==> src/rtl/mem_arb_pkg.sv <==
// Shared types and constants for the fetch/data memory arbiter.
// The optional starvation guard is selected with MEM_ARB_STARVE_GUARD_EN.
package mem_arb_pkg;

  localparam int unsigned XLEN               = 32;
  localparam int unsigned STARVE_MAX_DEFAULT = 4;

  typedef enum logic [1:0] {
    IDLE   = 2'd0,
    BUSY_I = 2'd1,
    BUSY_D = 2'd2
  } arb_state_e;

  // Width of a counter that must be able to hold the value max_count.
  function automatic int unsigned ctr_width(input int unsigned max_count);
    return (max_count < 2) ? 1 : $clog2(max_count + 1);
  endfunction

endpackage

==> src/rtl/mem_arb_starve_ctr.sv <==
// Counts consecutive data grants issued while a fetch is waiting and asks the
// arbiter to serve the fetch once the limit is reached.
module mem_arb_starve_ctr
  import mem_arb_pkg::*;
#(
  parameter int unsigned STARVE_MAX = STARVE_MAX_DEFAULT
) (
  input  logic clk,
  input  logic reset,
  input  logic fetch_pending_i,
  input  logic data_grant_i,
  input  logic fetch_grant_i,
  output logic force_fetch_o
);

  localparam int unsigned CW = ctr_width(STARVE_MAX);
  localparam logic [CW-1:0] LIMIT = CW'(STARVE_MAX);

  logic [CW-1:0] count_q, count_d;

  always_comb begin
    count_d = count_q;
    if (!fetch_pending_i || fetch_grant_i) begin
      count_d = '0;
    end else if (data_grant_i && (count_q != LIMIT)) begin
      count_d = count_q + 1'b1;
    end
  end

  always_ff @(posedge clk) begin
    if (reset) begin
      count_q <= '0;
    end else begin
      count_q <= count_d;
    end
  end

  assign force_fetch_o = fetch_pending_i && (count_q == LIMIT);

endmodule

==> src/rtl/mem_arbiter.sv <==
// Arbitrates the instruction-fetch and load/store ports onto one memory port.
// Data has fixed priority; defining MEM_ARB_STARVE_GUARD_EN bounds fetch starvation.
module mem_arbiter
  import mem_arb_pkg::*;
#(
  parameter int unsigned STARVE_MAX = STARVE_MAX_DEFAULT
) (
  input  logic            clk,
  input  logic            reset,
  input  logic            if_req,
  input  logic [XLEN-1:0] if_addr,
  output logic            if_valid,
  output logic [XLEN-1:0] if_data,
  input  logic            d_req,
  input  logic            d_we,
  input  logic [XLEN-1:0] d_addr,
  input  logic [XLEN-1:0] d_wdata,
  output logic            d_valid,
  output logic [XLEN-1:0] d_rdata,
  output logic            m_req,
  output logic            m_we,
  output logic [XLEN-1:0] m_addr,
  output logic [XLEN-1:0] m_wdata,
  input  logic            m_ack,
  input  logic [XLEN-1:0] m_rdata,
  output logic            stall
);

  if (STARVE_MAX == 0) begin : g_starve_max_range
    $error("mem_arbiter: STARVE_MAX must be at least 1");
  end

  arb_state_e      state_q, state_d;
  logic [XLEN-1:0] addr_q, addr_d;
  logic [XLEN-1:0] wdata_q, wdata_d;
  logic            we_q, we_d;
  logic            if_valid_q, if_valid_d;
  logic            d_valid_q, d_valid_d;
  logic [XLEN-1:0] if_data_q, if_data_d;
  logic [XLEN-1:0] d_rdata_q, d_rdata_d;

  logic grant_en;
  logic data_grant;
  logic fetch_grant;
  logic force_fetch;

  // A request line still high in its own completion cycle belongs to the
  // finished transaction, so nothing is granted until it has settled.
  assign grant_en = (state_q == IDLE)
                 && !(if_valid_q && if_req)
                 && !(d_valid_q && d_req);

  // NOTE: every signal driven here gets a default first, so no latch is inferred.
  always_comb begin
    data_grant  = 1'b0;
    fetch_grant = 1'b0;
    if (grant_en) begin
      if (if_req && force_fetch) begin
        fetch_grant = 1'b1;
      end else if (d_req) begin
        data_grant = 1'b1;
      end else if (if_req) begin
        fetch_grant = 1'b1;
      end
    end
  end

`ifdef MEM_ARB_STARVE_GUARD_EN
  mem_arb_starve_ctr #(
    .STARVE_MAX (STARVE_MAX)
  ) u_starve_ctr (
    .clk             (clk),
    .reset           (reset),
    .fetch_pending_i (if_req),
    .data_grant_i    (data_grant),
    .fetch_grant_i   (fetch_grant),
    .force_fetch_o   (force_fetch)
  );
`else
  assign force_fetch = 1'b0;
`endif

  always_comb begin
    state_d    = state_q;
    addr_d     = addr_q;
    wdata_d    = wdata_q;
    we_d       = we_q;
    if_valid_d = 1'b0;
    d_valid_d  = 1'b0;
    if_data_d  = if_data_q;
    d_rdata_d  = d_rdata_q;

    case (state_q)
      IDLE: begin
        if (data_grant) begin
          state_d = BUSY_D;
          addr_d  = d_addr;
          wdata_d = d_wdata;
          we_d    = d_we;
        end else if (fetch_grant) begin
          state_d = BUSY_I;
          addr_d  = if_addr;
          wdata_d = '0;
          we_d    = 1'b0;
        end
      end
      BUSY_I: begin
        if (m_ack) begin
          state_d    = IDLE;
          if_valid_d = 1'b1;
          if_data_d  = m_rdata;
        end
      end
      BUSY_D: begin
        if (m_ack) begin
          state_d   = IDLE;
          d_valid_d = 1'b1;
          // A store completes without touching the last load word.
          if (!we_q) begin
            d_rdata_d = m_rdata;
          end
        end
      end
      default: state_d = IDLE;
    endcase
  end

  // NOTE: sequential state uses non-blocking assignments only; reset is synchronous.
  always_ff @(posedge clk) begin
    if (reset) begin
      state_q    <= IDLE;
      addr_q     <= '0;
      wdata_q    <= '0;
      we_q       <= 1'b0;
      if_valid_q <= 1'b0;
      d_valid_q  <= 1'b0;
      if_data_q  <= '0;
      d_rdata_q  <= '0;
    end else begin
      state_q    <= state_d;
      addr_q     <= addr_d;
      wdata_q    <= wdata_d;
      we_q       <= we_d;
      if_valid_q <= if_valid_d;
      d_valid_q  <= d_valid_d;
      if_data_q  <= if_data_d;
      d_rdata_q  <= d_rdata_d;
    end
  end

  assign m_req    = (state_q != IDLE);
  assign m_we     = (state_q == BUSY_D) && we_q;
  assign m_addr   = addr_q;
  assign m_wdata  = wdata_q;
  assign if_valid = if_valid_q;
  assign if_data  = if_data_q;
  assign d_valid  = d_valid_q;
  assign d_rdata  = d_rdata_q;
  assign stall    = (if_req && !if_valid_q) || (d_req && !d_valid_q);

endmodule

==> config.mk <==
export PLATFORM = sky130hd
export DESIGN_NAME = mem_arbiter
export DESIGN_NICKNAME = d
export VERILOG_FILES = /design/src/rtl/mem_arb_pkg.sv /design/src/rtl/mem_arb_starve_ctr.sv /design/src/rtl/mem_arbiter.sv
export SDC_FILE = /design/constraint.sdc
export NUM_CORES = 1
export LEC_CHECK = 0
export CAP_MARGIN = 40
export CORE_ASPECT_RATIO = 1.2
export CORE_MARGIN = 1.5
export CORE_UTILIZATION = 40
export DETAILED_ROUTE_END_ITERATION = 7
export PLACE_DENSITY = 0.82
export SYNTH_ARGS = -nofsm -noshare
export SYNTH_HDL_FRONTEND = slang
export SYNTH_SLANG_ARGS = --single-unit
==> constraint.sdc <==
create_clock -name clk -period 2.3 [get_ports clk]
set_input_delay 0.23 -clock clk [delete_from_list [all_inputs] [get_ports clk]]
set_output_delay 0.23 -clock clk [all_outputs]
set_load 0.02 [all_outputs]
==> results of run 1 <==
[cell type report]
class / instances / share of cell area, %
timing repair buffer: 282 / 33.6
sequential: 133 / 32.2
multi-input combinational: 382 / 24.0
clock buffer: 18 / 5.31
tap: 161 / 2.44
clock inverter: 14 / 2.30
inverter: 4 / 0.182
[flip-flops by register name, summed over array words and instances, names as in the netlist]
name	count
m_addr	32
d_valid	1
if_data	32
state_q	2
m_wdata	32
d_rdata	32
if_valid	1
we_q	1
[per-stage QoR]
stage          power [mW]  std cells  setup WS [ps]  utilization (%)
2_1_floorplan        3.11        573            856                -
3_3_place_gp         3.69        962            197             63.4
3_5_place_dp         3.72        962            115             63.4
4_1_cts              6.58        994            189             68.6
5_1_grt              6.77        994            124             68.6
6_report             6.55        994            200             68.6
[final timing paths]
path	start	end	slack, ps
max reg2reg	state_q[0]	m_addr[27]	390
min	reset	d_valid	200
max	state_q[0]	m_we	200
min reg2reg	d_rdata[10]	d_rdata[10]	450
[power groups by stage]
stage / Sequential (mW) / Combinational (mW) / Clock, mW
detailed placement: 2.57 / 1.15 / 0
global placement: 2.57 / 1.12 / 0
global route: 2.54 / 1.23 / 3.00
floorplan: 2.73 / 0.374 / 0
finish: 2.53 / 1.16 / 2.87
CTS: 2.53 / 1.16 / 2.90
[metal layers]
metal / routed length [um] / up-vias
met4: 524 / 0
met3: 1030 / 39
met5: 0 / -
li1: - / 2492
met1: 6280 / 2457
met2: 8630 / 238
[cells in the final DEF, fill, tap and decap left out, drive strengths merged, types with 2 or more instances in the layout]
cell type / Yosys / final
nand4: 33 / 33
a22o: 34 / 34
a21oi: 64 / 64
or2: 2 / 2
buf: 24 / 17
inv: 4 / 12
and2: 2 / 2
ha: 3 / 3
a31oi: 34 / 34
clkinv: 0 / 2
o21ai: 33 / 33
clkbuf: 30 / 18
dfxtp: 133 / 133
bufinv: 0 / 3
clkdlybuf4s50: 0 / 265
nor2: 3 / 3
nand2: 163 / 163
o211ai: 2 / 2
[logic make-up (layout without fill, tap and decap cells)]
kind of cell               after synthesis  in the layout  share of synthesized area (%)
buffers and inverters                   58            318                           5.96
adders and majority gates                3              3                          0.761
DFF                                    133            133                           54.0
and+or+nand+nor                        210            210                           18.5
AOI/OAI and AO/OA                      169            169                           20.8
==> results_dict.tcl, run 1 <==
set metrics [dict create \
    status "finished clean" \
    diodes 0 \
    relSlewSlack_pct 48.9 \
    vias_per_cell 5.26 \
    h-tree-depth 4 \
    die_x_um 104 \
    grt_pass1_wl_mm 25.9 \
    grtUsageMet2_pct 44.8 \
    ys.flop_type "dfxtp_1" \
    ys_seq_area_share_pct 54.0 \
    yosys.area.top_type "dfxtp_1" \
    grt.total_usage_pct 24.9 \
    yosysWarnings 0 \
    max_freq_mhz 476 \
    rr_worst_depth 7 \
    p_sw_share_pct 26.8 \
    intPower_mw 4.80 \
    period_needed_ps 2100 \
    finalCritPeriodShare_pct 91.3 \
    yosysMostFrequentCell "nand2_1" \
    wl_per_cell_um 16.6 \
    core-area_um2 12100 \
    cts.sinks 133 \
    crit_family "buffers and inverters" \
    startpoint_type "flop" \
    first_iter_violations 312 \
    grt_max_degree 75 \
    gr-usage-met1_pct 26.8 \
    synth-edff-count 0 \
    synth.area.top_cells "dfxtp_1 (54%), nand2_1 (12%), a21oi_1 (6.5%)" \
    drc 0 \
    setup-tns-final_ps 0 \
    firstDrtPassIters 6 \
    synth-seq-cells 133 \
    maxCapViolCount 0 \
    synth_cells 573 \
    initial_core_util_pct 40.9 \
    grt_antenna_before_repair 0 \
    crit_chain "inv_1, ha_1, and2_1, clkdlybuf4s50_1" \
    grt_pass1_vias 5215 \
    yosys.area.top_type_share_pct 54.0 \
    synth_fp_nets 710 \
    seqPwrFrac_pct 38.5 \
    io_pins 267 \
    clock_path_buffers 2 \
    whs_path_depth 2 \
    slowest_delay_ps 630 \
    insertion_delay_ps 420 \
    drtAntennaViolNets 0 \
    syn-cell-area_um2 4930 \
    use_met3_pct 6.23 \
    numPortBuffers 266 \
    endpoint_kind "output pin" \
    skew_ps 10.4 \
    required_ps 2070 \
    path_clk_slew_ps 60 \
    synth_common_cells "nand2_1 (163), dfxtp_1 (133), a21oi_1 (64), a22o_1 (34), a31oi_1 (34)" \
    placed_cell_area_um2 7640 \
    avgSynthCellArea_um2 8.61 \
    cts_root_buf "clkbuf_16" \
    rows 44 \
    drive_gt1_share_pct 6.48 \
    hold_viol 0 \
    cpMaxStageDelayCell "clkdlybuf4s50_1" \
    worstMarginPinSlew_ps 767 \
    die-area_um2 13000 \
    cts_hold_buf 0 \
    crit_cells 4 \
    area_growth_pct 67.7 \
    die_y_um 125 \
    cts_resized 0 \
    gr-max-usage-layer "met2" \
    hold-worst-slack_ps 203 \
    arrival_ps 1870 \
    peakVddDrop_mv 0.429 \
    grt_setup_unrepaired "no" \
    setup_violations 0 \
    p_comb_share_pct 17.6 \
    regArea_um2 2660 \
    nets 957 \
    wl_mm 16.5 \
    power.share.clock_pct 43.8 \
    place_congestion 0.802 \
    cts_setup_buffers 0 \
    multi_input_area_um2 1980 \
    cts_tree "built" \
    num_vias 5226 \
    synthArstFlopShare_pct 0 \
    fillCellCount 920 \
    overflow 0 \
    synth_cell_types 27 \
    power.switching_mw 1.75 \
    final_area_um2 8270 \
    critical_path_buf_inv_count 2 \
    leakagePower_nw 2.95 \
    post-dp-hpwl_mm 11.6 \
    report.final.slew_viol_count 0 \
    min_path_type "in -> reg" \
    crit_path_max_fanout 4 \
    cts_buffers 17 \
    p_per_area_nw_per_um2 792 \
    crit_type "reg -> out" \
]
Note: power is estimated with default switching activity, not from simulation.
==> run 2, diff against run 1 <==
Settings changed: GPL_ROUTABILITY_DRIVEN from default to 0.
==> results of run 2 <==
The final DEF is identical to that of run 1; final timing and power are the same.
==> run 3, diff against run 2 <==
Settings changed: CELL_PAD_IN_SITES_DETAIL_PLACEMENT from default to 1, CELL_PAD_IN_SITES_GLOBAL_PLACEMENT from default to 1, CORE_UTILIZATION 40 to 29, GPL_TIMING_DRIVEN from default to 0, MAX_ROUTING_LAYER from default to met4, PLACE_DENSITY 0.82 to default, PLACE_DENSITY_LB_ADDON from default to 0.1.
==> run 3 against run 2 <==
Compared with the run above:
- utilization fell by 18 points
- critical path type unchanged
- highest routed layer unchanged
- register-to-register slack improved by 30 ps
- sequential share of layout area fell by 0.89 points
- critical endpoint is now m_req
- largest cell class unchanged
- first-iteration DRC count fell by 43%
- worst setup slack improved by 38 ps
==> results_dict.tcl, run 3 (synthesized netlist as in run 1, its figures left out) <==
set metrics [dict create \
    status "finished clean" \
    post-dp-hpwl_mm 14.6 \
    dp_cells 1055 \
    die_y_um 146 \
    layoutNonFillerInstCount 1086 \
    timing.rr.end "m_addr[7]" \
    final_area_um2 8510 \
    critical_path_buf_inv_count 4 \
    grt_max_degree 20 \
    crit_family "buffers and inverters" \
    drtAntennaViolNets 0 \
    core-area_um2 16800 \
    io_pins 267 \
    report.final.slew_viol_count 0 \
    p_per_area_nw_per_um2 783 \
    num_vias 5267 \
    wl_mm 18.9 \
    grt_pass1_vias 5706 \
    relSlewSlack_pct 63.0 \
    crit_type "reg -> out" \
    grt_setup_unrepaired "no" \
    crit_chain "inv_1, ha_1, buf_2, inv_1, dlygate4sd2_1" \
    rows 52 \
    cts_hold_buf 0 \
    regArea_um2 2660 \
    overflow 0 \
    die_x_um 122 \
    diodes 0 \
    nets 994 \
    final_cell_mix "clkdlybuf4s50_1 (264), nand2_1 (163), dfxtp_1 (133), a21oi_1 (64)" \
    endpoint_kind "output pin" \
    worst_slack_ps 238 \
    min_to "m_addr[5]" \
    worstHoldStart "if_addr[5]" \
    period_needed_ps 2060 \
    fillCellCount 1982 \
    h-tree-depth 4 \
    worstReg2RegStart "state_q[0]" \
    hold_viol 0 \
    slowest_delay_ps 350 \
    cts_buffers 17 \
    cpMaxStageDelayCell "buf_2" \
    arrival_ps 1830 \
    grt_antenna_before_repair 0 \
    required_ps 2070 \
    setup_violations 0 \
    die-area_um2 17800 \
    drc 0 \
    numPortBuffers 266 \
    peakVddDrop_mv 0.468 \
    clock_path_buffers 2 \
    cts_tree "built" \
    crit_path_max_fanout 19 \
    leakagePower_nw 3.04 \
    first_iter_violations 179 \
    wl_per_cell_um 17.4 \
    maxCapViolCount 0 \
    multi_input_area_um2 1980 \
    cp_common_cell "inv_1" \
    max_freq_mhz 485 \
    placed_cell_area_um2 7870 \
    path_clk_slew_ps 60 \
    grt.total_usage_pct 21.8 \
    worstMarginPinSlew_ps 555 \
    place_ws_ps -18.6 \
    finalCritPeriodShare_pct 89.6 \
    insertion_delay_ps 410 \
    cts.sinks 133 \
    setup-tns-final_ps 0 \
    total_power_mw 6.66 \
    vias_per_cell 4.85 \
    cts_setup_buffers 0 \
    drive_gt1_share_pct 6.78 \
    final_common_cell "clkdlybuf4s50_1" \
    fin_util_pct 50.7 \
    min_path_type "in -> reg" \
    area_growth_pct 72.5 \
    grt_pass1_wl_mm 29.4 \
    startpoint_type "flop" \
    rr_worst_depth 6 \
    whs_path_depth 3 \
    initial_core_util_pct 29.4 \
    skew_ps 6.44 \
    r2r_slack_ps 420 \
    firstDrtPassIters 4 \
    hold-worst-slack_ps 381 \
    cts_root_buf "clkbuf_16" \
]
[run 3: report_power, final]
part | leakage [nW] | internal, mW | switching, mW
sequential | 1.08 | 2.45 | 0.0794
clock | 0.308 | 1.90 | 1.03
combinational | 1.65 | 0.598 | 0.602
total | 3.04 | 4.95 | 1.72
[run 3: worst register-to-register path: cells and delay by family, from the launching register on]
kind / cells / cell delay, ps
and+or+nand+nor: 1 / 180
DFF: 1 / 320
AOI/OAI and AO/OA: 1 / 210
buffers and inverters: 3 / 880
adders and majority gates: 1 / 210
[run 3: metal layers]
layer,up-vias,part of all wire (%),wire length [um],GRT usage [%]
met4,0,0.97,183,5.12
met3,13,6.2,1180,5.88
met1,2507,40,7630,23.5
li1,2567,-,-,-
met5,-,0,0,-
met2,180,53,9960,39.4
[run 3: layout make-up]
cell class / instances / share of cell area (%)
timing repair buffer: 266 / 31.3
sequential: 133 / 31.3
clock buffer: 20 / 5.49
tap: 216 / 3.18
multi-input combinational: 382 / 23.2
clock inverter: 12 / 2.06
buffer: 53 / 3.26
inverter: 4 / 0.176
[run 3: worst max path at each step]
stage,start,end,cells past startpoint
after floorplan,d_valid,m_wdata[0],5
after global placement,d_req,stall,6
after detailed placement,d_req,stall,6
after CTS,d_req,stall,6
after global routing,state_q[1],m_req,5
final,state_q[0],m_req,5
[run 3: what timing repair did]
| item | CTS | global route |
|---|---|---|
| endpoints found under the hold margin | 0 | 0 |
| setup endpoints to repair | 2 | 1 |
| gates resized for setup | 2 | 1 |
